### config.mk
export PLATFORM = sky130hd
export DESIGN_NAME = bp_resolve_queue
export DESIGN_NICKNAME = d
export VERILOG_FILES = /design/src/rtl/bp_resolve_queue.sv
export SDC_FILE = /design/constraint.sdc
export NUM_CORES = 1
export LEC_CHECK = 0
export CORE_MARGIN = 3
export CORE_UTILIZATION = 50
export CTS_CLUSTER_DIAMETER = 150
export DETAILED_ROUTE_END_ITERATION = 8
export PLACE_DENSITY = 0.69
export SETUP_SLACK_MARGIN = 0.5
export SYNTH_ARGS = -nofsm -noshare
export SYNTH_HDL_FRONTEND = slang
export SYNTH_SLANG_ARGS = --single-unit
### constraint.sdc
create_clock -name clock -period 16.3 [get_ports clock]
set_input_delay 3.26 -clock clock [delete_from_list [all_inputs] [get_ports clock]]
set_output_delay 3.26 -clock clock [all_outputs]
set_load 0.005 [all_outputs]
### src/rtl/bp_resolve_queue.sv
// Branch resolution queue. It captures the predictor packet and final prediction for each
// branch at dispatch and holds them in program order. On execute-stage resolution it hands the
// packet back to the branch predictor together with the actual direction and mispredict flag.
// A mispredicted branch squashes every entry younger than itself.
// Optional feature: define BP_RESOLVE_STATS_EN to add saturating resolve/mispredict counters.
// `N (lane count) and `BP_PKT_W (packet width) default to 2 and 32 when not defined.

`ifndef N
`define N 2
`endif
`ifndef BP_PKT_W
`define BP_PKT_W 32
`endif

module bp_resolve_queue #(
    parameter int unsigned DEPTH = 8,
    parameter int unsigned TAG_W = $clog2(DEPTH),
    parameter int unsigned PKT_W = `BP_PKT_W
) (
    input  logic                    clock,
    input  logic                    reset,
    input  logic [`N-1:0]           alloc_valid,
    input  logic [`N*PKT_W-1:0]     alloc_packets,
    input  logic [`N-1:0]           alloc_pred_taken,
    output logic                    alloc_ready,
    output logic [`N*TAG_W-1:0]     alloc_tags,
    input  logic                    ex_valid,
    input  logic [TAG_W-1:0]        ex_tag,
    input  logic                    ex_taken,
    input  logic                    flush,
    output logic                    resolving_valid_branch,
    output logic [PKT_W-1:0]        bs_bp_packet,
    output logic                    taken,
    output logic                    mispred,
`ifdef BP_RESOLVE_STATS_EN
    output logic [31:0]             stat_resolved,
    output logic [31:0]             stat_mispred,
`endif
    output logic [TAG_W:0]          free_count
);

    localparam int unsigned NL = `N;
    localparam logic [TAG_W:0] DepthW = (TAG_W+1)'(DEPTH);
    localparam logic [TAG_W:0] LanesW = (TAG_W+1)'(NL);
    localparam logic [TAG_W:0] OneW   = (TAG_W+1)'(1);

    logic [DEPTH-1:0] valid_q, valid_d;
    logic [DEPTH-1:0] resolved_q, resolved_d;
    logic [DEPTH-1:0] pred_q, pred_d;
    logic [PKT_W-1:0] pkt_q [DEPTH];
    logic [TAG_W-1:0] head_q, head_d;
    logic [TAG_W-1:0] tail_q, tail_d;
    logic [TAG_W:0]   count_q, count_d;

    logic             rvb_q;
    logic [PKT_W-1:0] out_pkt_q;
    logic             taken_q;
    logic             mispred_q;

    logic [TAG_W:0]   alloc_k;
    logic             res_ok;
    logic             res_mis;
    logic             squash;
    logic             retire;
    logic             alloc_ok;
    logic [TAG_W-1:0] ex_off;
    logic [TAG_W:0]   squashed;
    logic [NL-1:0]    pkt_we;

    // Status outputs depend on registered state only.
    always_comb begin
        alloc_ready = (count_q <= (DepthW - LanesW));
        free_count  = DepthW - count_q;
        alloc_tags  = '0;
        for (int i = 0; i < NL; i++) begin
            alloc_tags[i*TAG_W +: TAG_W] = tail_q + TAG_W'(i);
        end
    end

    // Decode this cycle's resolve / squash / retire / allocate events.
    always_comb begin
        alloc_k = '0;
        for (int i = 0; i < NL; i++) begin
            alloc_k = alloc_k + {{TAG_W{1'b0}}, alloc_valid[i]};
        end
        // A tag allocated this cycle is not yet valid in state, so it cannot resolve.
        res_ok   = ex_valid && valid_q[ex_tag] && !resolved_q[ex_tag] && !flush;
        res_mis  = (ex_taken != pred_q[ex_tag]);
        squash   = res_ok && res_mis;
        retire   = valid_q[head_q] && resolved_q[head_q];
        ex_off   = ex_tag - head_q;
        squashed = count_q - {1'b0, ex_off} - OneW;
        alloc_ok = alloc_ready && !squash && !flush && (alloc_k != '0);
        for (int i = 0; i < NL; i++) begin
            pkt_we[i] = alloc_ok && alloc_valid[i];
        end
    end

    // Next-state for entry flags and pointers; flush overrides everything else.
    always_comb begin
        logic [TAG_W-1:0] off;
        logic [TAG_W-1:0] idx;
        valid_d    = valid_q;
        resolved_d = resolved_q;
        pred_d     = pred_q;
        head_d     = head_q;
        tail_d     = tail_q;
        count_d    = count_q;
        off        = '0;
        idx        = '0;

        if (retire) begin
            valid_d[head_q]    = 1'b0;
            resolved_d[head_q] = 1'b0;
            head_d             = head_q + TAG_W'(1);
        end
        if (res_ok) begin
            resolved_d[ex_tag] = 1'b1;
        end
        if (squash) begin
            // Entries further from head than the mispredicted branch are younger.
            for (int j = 0; j < DEPTH; j++) begin
                off = TAG_W'(j) - head_q;
                if (off > ex_off) begin
                    valid_d[j]    = 1'b0;
                    resolved_d[j] = 1'b0;
                end
            end
            tail_d = ex_tag + TAG_W'(1);
        end
        if (alloc_ok) begin
            for (int i = 0; i < NL; i++) begin
                if (alloc_valid[i]) begin
                    idx             = tail_q + TAG_W'(i);
                    valid_d[idx]    = 1'b1;
                    resolved_d[idx] = 1'b0;
                    pred_d[idx]     = alloc_pred_taken[i];
                end
            end
            tail_d = tail_q + alloc_k[TAG_W-1:0];
        end

        count_d = count_q
                + (alloc_ok ? alloc_k : '0)
                - {{TAG_W{1'b0}}, retire}
                - (squash ? squashed : '0);

        if (flush) begin
            valid_d    = '0;
            resolved_d = '0;
            head_d     = '0;
            tail_d     = '0;
            count_d    = '0;
        end
    end

    // Queue state registers and packet storage.
    always_ff @(posedge clock) begin
        if (!reset) begin
            valid_q    <= '0;
            resolved_q <= '0;
            pred_q     <= '0;
            head_q     <= '0;
            tail_q     <= '0;
            count_q    <= '0;
            for (int j = 0; j < DEPTH; j++) begin
                pkt_q[j] <= '0;
            end
        end else begin
            valid_q    <= valid_d;
            resolved_q <= resolved_d;
            pred_q     <= pred_d;
            head_q     <= head_d;
            tail_q     <= tail_d;
            count_q    <= count_d;
            for (int i = 0; i < NL; i++) begin
                if (pkt_we[i]) begin
                    pkt_q[tail_q + TAG_W'(i)] <= alloc_packets[i*PKT_W +: PKT_W];
                end
            end
        end
    end

    // Registered resolution interface to the predictor; data holds between strobes.
    always_ff @(posedge clock) begin
        if (!reset) begin
            rvb_q     <= 1'b0;
            out_pkt_q <= '0;
            taken_q   <= 1'b0;
            mispred_q <= 1'b0;
        end else begin
            rvb_q <= res_ok;
            if (res_ok) begin
                out_pkt_q <= pkt_q[ex_tag];
                taken_q   <= ex_taken;
                mispred_q <= res_mis;
            end
        end
    end

    assign resolving_valid_branch = rvb_q;
    assign bs_bp_packet           = out_pkt_q;
    assign taken                  = taken_q;
    assign mispred                = mispred_q;

`ifdef BP_RESOLVE_STATS_EN
    logic [31:0] stat_res_q;
    logic [31:0] stat_mis_q;

    // Saturating event counters, aligned with the outgoing strobe; flush leaves them alone.
    always_ff @(posedge clock) begin
        if (!reset) begin
            stat_res_q <= '0;
            stat_mis_q <= '0;
        end else begin
            if (res_ok && (stat_res_q != 32'hFFFF_FFFF)) begin
                stat_res_q <= stat_res_q + 32'd1;
            end
            if (squash && (stat_mis_q != 32'hFFFF_FFFF)) begin
                stat_mis_q <= stat_mis_q + 32'd1;
            end
        end
    end

    assign stat_resolved = stat_res_q;
    assign stat_mispred  = stat_mis_q;
`endif

endmodule
==> out/metrics.cfg, run 1 <==
[floorplanning]
die_h_um=193
row_count=67
pin_count=122
start_util=0.515
die_x_um=193
core_mm2=0.0340
die_area_mm2=0.0372

[timing]
relSlewSlack=0.146
post-route-min-period_ns=7.78
slew_violations=0
setup_viol=0
timing.setup.tns_ns=0
worst_pin_slew_ns=1.28
fin_crit_sh=0.477
hold_viol=0
fmax_ghz=0.129
rsz0062_at_grt=no
skew_ns=0.0257

[placed_design]
dpl-instance-area_mm2=0.0189
numPortBuffers=121
routabilityCongestion=0.901
dpl.hpwl_um=31600

[setup_path]
crit_path_start_kind=input port
critPathCaptureType=flop
critPathRequiredTime_ns=16.68
arrival_ns=8.16
cp_max_fo=32
path_class=input port to flop

[min_path]
min_path_type=flop to flop

[clock_tree]
numCtsBuffers=37
cts.htree.levels=2
clock_latency_ns=0.54
post-cts-setup-buffer-count=0
clock-sinks=325
ctsHoldBuffers=0
clockBufferDepth=3
root_buffer=clkbuf_16
cts_resized=0
cts_tree=built
clkTransAtPathRegs_ns=0.06

[global_routing]
grt_antenna_before_repair=0
grt_pass1_vias=13900
grt_use_total=0.309
grt_overflow_total=0
grt_pass1_wl_um=86300
grt_max_degree=263

[power]
ir_drop_v=0.0000612
p_per_area_mw_per_mm2=99.6
intPower_mw=1.49
p_total_mw=2.00
netSwitchingFraction=0.253
comb_power_share=0.119
p_sw_mw=0.506
seqPwrFrac=0.472
power.leakage_nw=6.90
p_clk_frac=0.409

[route]
final_antenna_net_count=0
finalWirelength_um=58200
initialDrtViolationCount=2165
drc=0
wl_per_cell_um=27.7
via_count=14400
firstDrtPassIters=6
post_drt_via_cell_ratio=6.86

[yosys]
synth_flop_cell=edfxtp_1
yosysUniqueCellTypes=69
syn-cell-area_mm2=0.0175
ys_ff_latch=325
synth_cells=1623
yosysSeqAreaShare=0.519
syn_nets=1741
synth_edf_count=256
yosysWarnings=0
avgSynthCellArea_um2=10.8
async_flop_share=0

[finish]
nets=1742
drive_gt1_frac=0.122
layout_common_cells=nor2_1 (285), a22oi_1 (282), edfxtp_1 (256)
area_growth_syn_to_layout_pct=15.0
antenna_cells=0
final_area_mm2=0.0201
layout_commonest_cell=nor2_1
fillCellCount=2808

[status]
status=finished clean

[job]
max_cap_violations=0

## power by group through the flow
stage / registers, mW / clock network, mW / logic [mW]
floorplan: 0.960 / 0 / 0.141
global placement: 0.961 / 0 / 0.230
detailed placement: 0.962 / 0 / 0.232
CTS: 0.945 / 0.821 / 0.233
global route: 0.948 / 0.856 / 0.251
finish: 0.945 / 0.818 / 0.238
## final timing paths
| check | end | slack [ns] | cells after the start | start |
|---|---|---|---|---|
| max | count_q[3] | 8.52 | 16 | ex_tag[1] |
| min | pred_q[7] | 0.48 | 2 | pred_q[7] |
| max reg2reg | pkt_q[3][31] | 11.84 | 8 | tail_q[0] |
| min reg2reg | pred_q[7] | 0.48 | 2 | pred_q[7] |
## kinds of logic after synthesis
logic type               synth area share
multiplexers                       0.0636
AO/OA/AOI/OAI                       0.214
flip-flops                          0.519
AND/OR/NAND/NOR                     0.108
XOR/XNOR                          0.00752
buffers and inverters              0.0549
adder cells (fa/ha/maj)            0.0331
## state kept, by name, summed over array words and instances, names as in the netlist
name / count
pkt_q: 256
taken: 1
valid_q: 8
count_q: 4
resolved_q: 8
pred_q: 8
bs_bp_packet: 32
mispred: 1
tail_q: 3
head_q: 3
resolving_valid_branch: 1
## metrics by stage
step / util / cells / hold WS, ns / setup WS (ns)
global route: 0.592 / 2100 / 0.503 / 8.31
floorplan: - / 1623 / 0.440 / 8.79
detailed placement: 0.557 / 2033 / 0.469 / 8.02
CTS: 0.592 / 2100 / 0.479 / 8.60
finish: 0.592 / 2100 / 0.481 / 8.52
global placement: 0.557 / 2033 / 0.467 / 8.18
## metal layers
layer	vias to the layer above	GRT usage	share of wire
met4	0	0.143	0.044
met3	204	0.0533	0.12
li1	6165	-	-
met2	1050	0.483	0.46
met1	6977	0.425	0.38
met5	-	0	0
## area by class of cell
class	count	area (µm²)	area share
flip-flops and latches	325	9070	0.451
multi-input cells	1066	7650	0.381
repair buffers	161	1510	0.0750
clock buffers	51	1040	0.0518
well taps	448	561	0.0279
clock inverters	16	140	0.00698
inverters	33	124	0.00617
## synthesized netlist by cell type (15+ instances only)
library cell / count / area (µm²)
o211a_1: 35 / 350
a21oi_1: 19 / 95.1
mux2i_1: 39 / 390
buf_1: 66 / 248
inv_1: 27 / 101
edfxtp_1: 256 / 7690
o22ai_1: 15 / 93.8
ha_1: 35 / 438
o21ai_0: 26 / 130
mux2_2: 26 / 293
mux4_2: 19 / 428
nand2_1: 63 / 236
a22oi_1: 282 / 2120
clkbuf_1: 84 / 315
nor2_1: 291 / 1090
dfxtp_1: 69 / 1380
a221oi_1: 32 / 280
buf_2: 43 / 215
nand3_1: 27 / 135
## critical path, cell delays in order
cell       delay [ns]
buf_2            0.57
buf_4            0.58
nor2b_1          0.26
a2111oi_4        0.50
o211ai_4         0.20
nor4_4           0.64
and2_1           0.25
fa_1             0.42
inv_1            0.09
fa_1             0.41
ha_1             0.21
a21o_1           0.16
a21oi_1          0.17
xnor2_1          0.16
nand3_1          0.09
nor3b_1          0.16
(Power assumes the default switching activity.)
==> inputs of run 2 (changes only) <==
==> constraint.sdc (replaced) <==
create_clock -name clock -period 7.8 [get_ports clock]
set_input_delay 1.56 -clock clock [delete_from_list [all_inputs] [get_ports clock]]
set_output_delay 1.56 -clock clock [all_outputs]
set_load 0.005 [all_outputs]
==> out/metrics.cfg, run 2 (synthesis results as in run 1) <==
[finish]
fillCellCount=2836  ; +1.0%
final-seq-area_mm2=0.00907  ; unchanged
antenna_cells=0  ; unchanged
drive_gt1_frac=0.116  ; -0.00563
layout_common_cells=nor2_1 (284), a22oi_1 (282), edfxtp_1 (256)
regMostFlops=pkt_q
multiInputGateArea_mm2=0.00765  ; about the same
nets=1737  ; -0.29%
layout_commonest_cell=nor2_1
area_growth_syn_to_layout_pct=14.6
largest_reg_flops=256  ; unchanged

[power]
power.leakage_nw=6.84  ; -0.74%
ir_drop_v=0.000144  ; +130%
p_total_mw=4.13  ; +110%
p_per_area_mw_per_mm2=206  ; +110%

[placed_design]
dpl.hpwl_um=32300  ; +2.2%
routabilityCongestion=0.885  ; -1.8%
numPortBuffers=121  ; unchanged

[setup_path]
crit_family=buffers and inverters
crit_buf_inv=3  ; unchanged
crit_slowest_cell=buf_2
arrival_ns=6.44  ; -1.72 ns
critPathRequiredTime_ns=8.19  ; -8.49 ns
rrSetupSlack_ns=3.22  ; -8.62 ns
critPathCaptureType=flop
path_cells=buf_2, inv_1, a22oi_1, o211ai_4, nor4_4, and2_1, fa_1, inv_1, fa_1, ha_1, a21o_1, a21oi_1, xnor2_1, nand3_1, nor3b_1
path_class=input port to flop
cp_max_fo=35  ; +9.4%
crit_path_start_kind=input port
cpPeakStageDelay_ns=0.73  ; +0.09 ns

[floorplanning]
die_x_um=193  ; unchanged
pin_count=122  ; unchanged
start_util=0.515  ; unchanged
die_h_um=193  ; unchanged
row_count=67  ; unchanged
core_mm2=0.0340  ; unchanged
die_area_mm2=0.0372  ; unchanged

[route]
drc=0  ; unchanged
finalWirelength_um=57200  ; -1.7%
wl_per_cell_um=27.3  ; -1.4%
firstDrtPassIters=6  ; unchanged
via_count=14300  ; -0.33%
final_antenna_net_count=0  ; unchanged
post_drt_via_cell_ratio=6.85  ; about the same
initialDrtViolationCount=1980  ; -8.5%

[clock_tree]
cts_tree=built
clock-sinks=325  ; unchanged
numCtsBuffers=35  ; -5.4%
post-cts-setup-buffer-count=0  ; unchanged
ctsHoldBuffers=0  ; unchanged
clock_latency_ns=0.53  ; about the same
clockBufferDepth=3  ; unchanged
clkTransAtPathRegs_ns=0.07  ; about the same
cts_resized=0  ; unchanged
root_buffer=clkbuf_16
cts.htree.levels=2  ; unchanged

[job]
max_cap_violations=0  ; unchanged

[timing]
rsz0062_at_grt=no
timing.setup.tns_ns=0  ; unchanged
slew_violations=0  ; unchanged
skew_ns=0.0137  ; -0.0120 ns
relSlewSlack=0.163  ; +0.0173
worst_pin_slew_ns=1.25  ; -0.0258 ns
fin_crit_sh=0.776
fmax_ghz=0.165
setup_viol=0  ; unchanged
hold_viol=0  ; unchanged
post-route-min-period_ns=6.05

[global_routing]
grt_pass1_wl_um=84700  ; -1.8%
grt_max_degree=263  ; unchanged
grt_overflow_total=0  ; unchanged
grt_use_total=0.303  ; -0.00610
grt_pass1_vias=13800  ; -0.50%
grt_antenna_before_repair=0  ; unchanged

[status]
status=finished clean

[min_path]
min_path_type=flop to flop

==> run 2: cell count changes in the layout (fill, tap and decap cells not counted), sizes merged <==
cell,delta
buf,-3
clkbuf,+1
clkinv,-4
==> run 2: power breakdown <==
group	internal, mW	switching (mW)	total [mW]
logic	0.175	0.321	0.496
clock network	0.966	0.692	1.66
registers	1.95	0.0291	1.98
==> run 2: worst reg2reg max path: stages (launching register included) <==
cell and delay, ns:
dfxtp_1 0.46, ha_1 0.30, xnor2_1 0.69, clkinv_1 0.53
nor3_2 0.26, buf_4 0.52, nor2_1 0.27, o21ai_4 0.82
buf_4 0.42
==> run 2: per-layer routing <==
| metal | wire length (µm) | GRT usage |
|---|---|---|
| met1 | 22400 | 0.418 |
| met2 | 26400 | 0.482 |
| met3 | 6300 | 0.0539 |
| met4 | 2080 | 0.117 |
| met5 | 0 | 0 |
==> run 2: per-stage QoR <==
step / hold slack (ns) / utilization / setup slack (ns) / std cells / area (µm²)
after floorplan: 0.440 / - / 1.99 / 1623 / 17500
after global placement: 0.461 / 0.557 / 1.48 / 2030 / 18900
after detailed placement: 0.460 / 0.557 / 1.34 / 2030 / 18900
after CTS: 0.472 / 0.590 / 1.87 / 2094 / 20000
after global routing: 0.481 / 0.590 / 1.55 / 2094 / 20000
final: 0.480 / 0.590 / 1.75 / 2094 / 20000
==> run 2: cell type report <==
class / count / area share
inverters: 33 / 0.00619
multi-input cells: 1066 / 0.382
flip-flops and latches: 325 / 0.453
repair buffers: 158 / 0.0747
well taps: 448 / 0.0280
clock inverters: 12 / 0.00581
clock buffers: 52 / 0.0505
==> run 2: path summary, 6_finish.rpt <==
path / from / endpoint / cells past startpoint
setup / recovery: ex_tag[0] / count_q[3] / 15
setup reg to reg: tail_q[0] / pkt_q[0][14] / 8
hold reg to reg: pred_q[6] / pred_q[6] / 2
hold / removal: pred_q[6] / pred_q[6] / 2
==> inputs of run 3 (changes only) <==
==> constraint.sdc (replaced) <==
create_clock -name clock -period 6.11 [get_ports clock]
set_input_delay 1.222 -clock clock [delete_from_list [all_inputs] [get_ports clock]]
set_output_delay 1.222 -clock clock [all_outputs]
set_load 0.005 [all_outputs]
==> out/metrics.cfg, run 3 (synthesis results as in run 1) <==
[status]
status=finished clean

[finish]
drive_gt1_frac=0.123  ; +0.00722
nets=1748  ; +0.63%
largest_reg_flops=256  ; unchanged
utilization=0.590  ; about the same
area_growth_syn_to_layout_pct=14.6  ; about the same
antenna_cells=0  ; unchanged
multiInputGateArea_mm2=0.00765  ; unchanged
layout_common_cells=nor2_1 (284), a22oi_1 (282), edfxtp_1 (256)
final-seq-area_mm2=0.00907  ; unchanged
fillCellCount=2816  ; -0.71%
regMostFlops=pkt_q
layout_commonest_cell=nor2_1

[floorplanning]
die_h_um=193  ; unchanged
pin_count=122  ; unchanged
start_util=0.515  ; unchanged
core_mm2=0.0340  ; unchanged
die_area_mm2=0.0372  ; unchanged
row_count=67  ; unchanged
die_x_um=193  ; unchanged

[timing]
relSlewSlack=0.198  ; +0.0348
timing.setup.tns_ns=0  ; unchanged
setup_viol=0  ; unchanged
post-route-min-period_ns=5.09
slew_violations=0  ; unchanged
hold_viol=0  ; unchanged
fin_hold_ws_ns=0.482  ; +0.00159 ns
rsz0062_at_grt=no
skew_ns=0.0133  ; -0.000432 ns
worst_pin_slew_ns=1.20  ; -0.0476 ns
fmax_ghz=0.197
fin_crit_sh=0.832

[clock_tree]
ctsHoldBuffers=0  ; unchanged
post-cts-setup-buffer-count=0  ; unchanged
clock_latency_ns=0.52  ; about the same
clkTransAtPathRegs_ns=0.06  ; about the same
numCtsBuffers=35  ; unchanged
cts_tree=built
cts.htree.levels=2  ; unchanged
clockBufferDepth=3  ; unchanged
clock-sinks=325  ; unchanged
cts_resized=0  ; unchanged
root_buffer=clkbuf_16

[job]
max_cap_violations=0  ; unchanged

[placed_design]
numPortBuffers=121  ; unchanged
routabilityCongestion=0.876  ; -0.95%
dpl.hpwl_um=33000  ; +2.2%

[power]
p_total_mw=5.15  ; +25%
p_per_area_mw_per_mm2=257  ; +25%
ir_drop_v=0.000145  ; +1.1%
power.leakage_nw=6.87  ; +0.44%

[global_routing]
grt_use_total=0.308  ; +0.00481
grt_pass1_wl_um=86400  ; +2.0%
grt_pass1_vias=14100  ; +1.8%
grt_overflow_total=0  ; unchanged
grt_antenna_before_repair=1  ; +1
grt_max_degree=263  ; unchanged

[route]
post_drt_via_cell_ratio=6.82  ; -0.43%
initialDrtViolationCount=1886  ; -4.7%
wl_per_cell_um=27.6  ; +0.85%
via_count=14300  ; -0.0070%
drc=0  ; unchanged
firstDrtPassIters=7  ; +1
final_antenna_net_count=0  ; unchanged
finalWirelength_um=58000  ; +1.3%

[setup_path]
critPathCaptureType=flop
crit_slowest_cell=fa_1
critPathRequiredTime_ns=6.49  ; -1.70 ns
arrival_ns=5.46  ; -0.98 ns
crit_buf_inv=3  ; unchanged
cp_max_fo=27  ; -23%
path_cells=buf_2, buf_4, and2_1, a22oi_1, o211ai_4, or4_4, and2_4, nand2_1, fa_1, inv_1, ha_1, a21o_1, a21oi_1, xnor2_1, nand3_1, nor3b_1
crit_path_start_kind=input port
path_class=input port to flop
crit_family=simple AND/OR/NAND/NOR gates
cpPeakStageDelay_ns=0.54  ; -0.19 ns

[min_path]
min_path_type=flop to flop

[run 3: changes by cell type in the layout (fill, tap and decap cells not counted), sizes merged]
cell	delta
bufinv	-1
buf	+11
clkinv	+8
clkbuf	-9
[run 3: layout make-up]
cell class                      count  share of cell area
Multi-Input combinational cell   1066               0.382
Inverter                           33             0.00619
Tap cell                          448              0.0280
Timing Repair Buffer              169              0.0789
Sequential cell                   325               0.453
Clock inverter                     19             0.00569
Clock buffer                       43              0.0462
[run 3: path summary, 6_finish.rpt]
kind,from,to,slack (ns),cells after the start
worst max-delay path,ex_tag[0],count_q[3],1.02,16
worst min-delay path,pred_q[0],pred_q[0],0.48,2
worst max register to register,tail_q[0],pkt_q[3][26],1.70,8
worst min register to register,pred_q[0],pred_q[0],0.48,2
[run 3: worst register-to-register path, cell delays in order, from the launching register on]
cell      delay (ns)
dfxtp_1         0.46
ha_1            0.29
xnor2_1         0.71
clkinv_1        0.52
nor2_4          0.19
buf_4           0.55
o21ai_0         0.38
o21ai_4         0.63
buf_4           0.38
[run 3: per-stage QoR]
| stage | setup WS (ns) | instance area (µm²) | cells |
|---|---|---|---|
| floorplan | 0.637 | 17500 | 1623 |
| global placement | 0.655 | 19000 | 2041 |
| detailed placement | 0.610 | 19000 | 2041 |
| CTS | 1.13 | 20000 | 2103 |
| global route | 0.797 | 20000 | 2103 |
| finish | 1.02 | 20000 | 2103 |
[run 3: power by group]
| group | switching [mW] | internal (mW) | total [mW] | leakage, nW |
|---|---|---|---|---|
| registers | 0.0377 | 2.48 | 2.52 | 3.22 |
| logic | 0.414 | 0.228 | 0.642 | 3.14 |
| clock network | 0.866 | 1.12 | 1.98 | 0.519 |
| total | 1.32 | 3.83 | 5.15 | 6.87 |
[run 3: routing by layer]
metal	routed length, µm	GRT usage
met4	2470	0.144
met1	22100	0.415
met5	12	0
met2	26600	0.482
met3	6800	0.0633
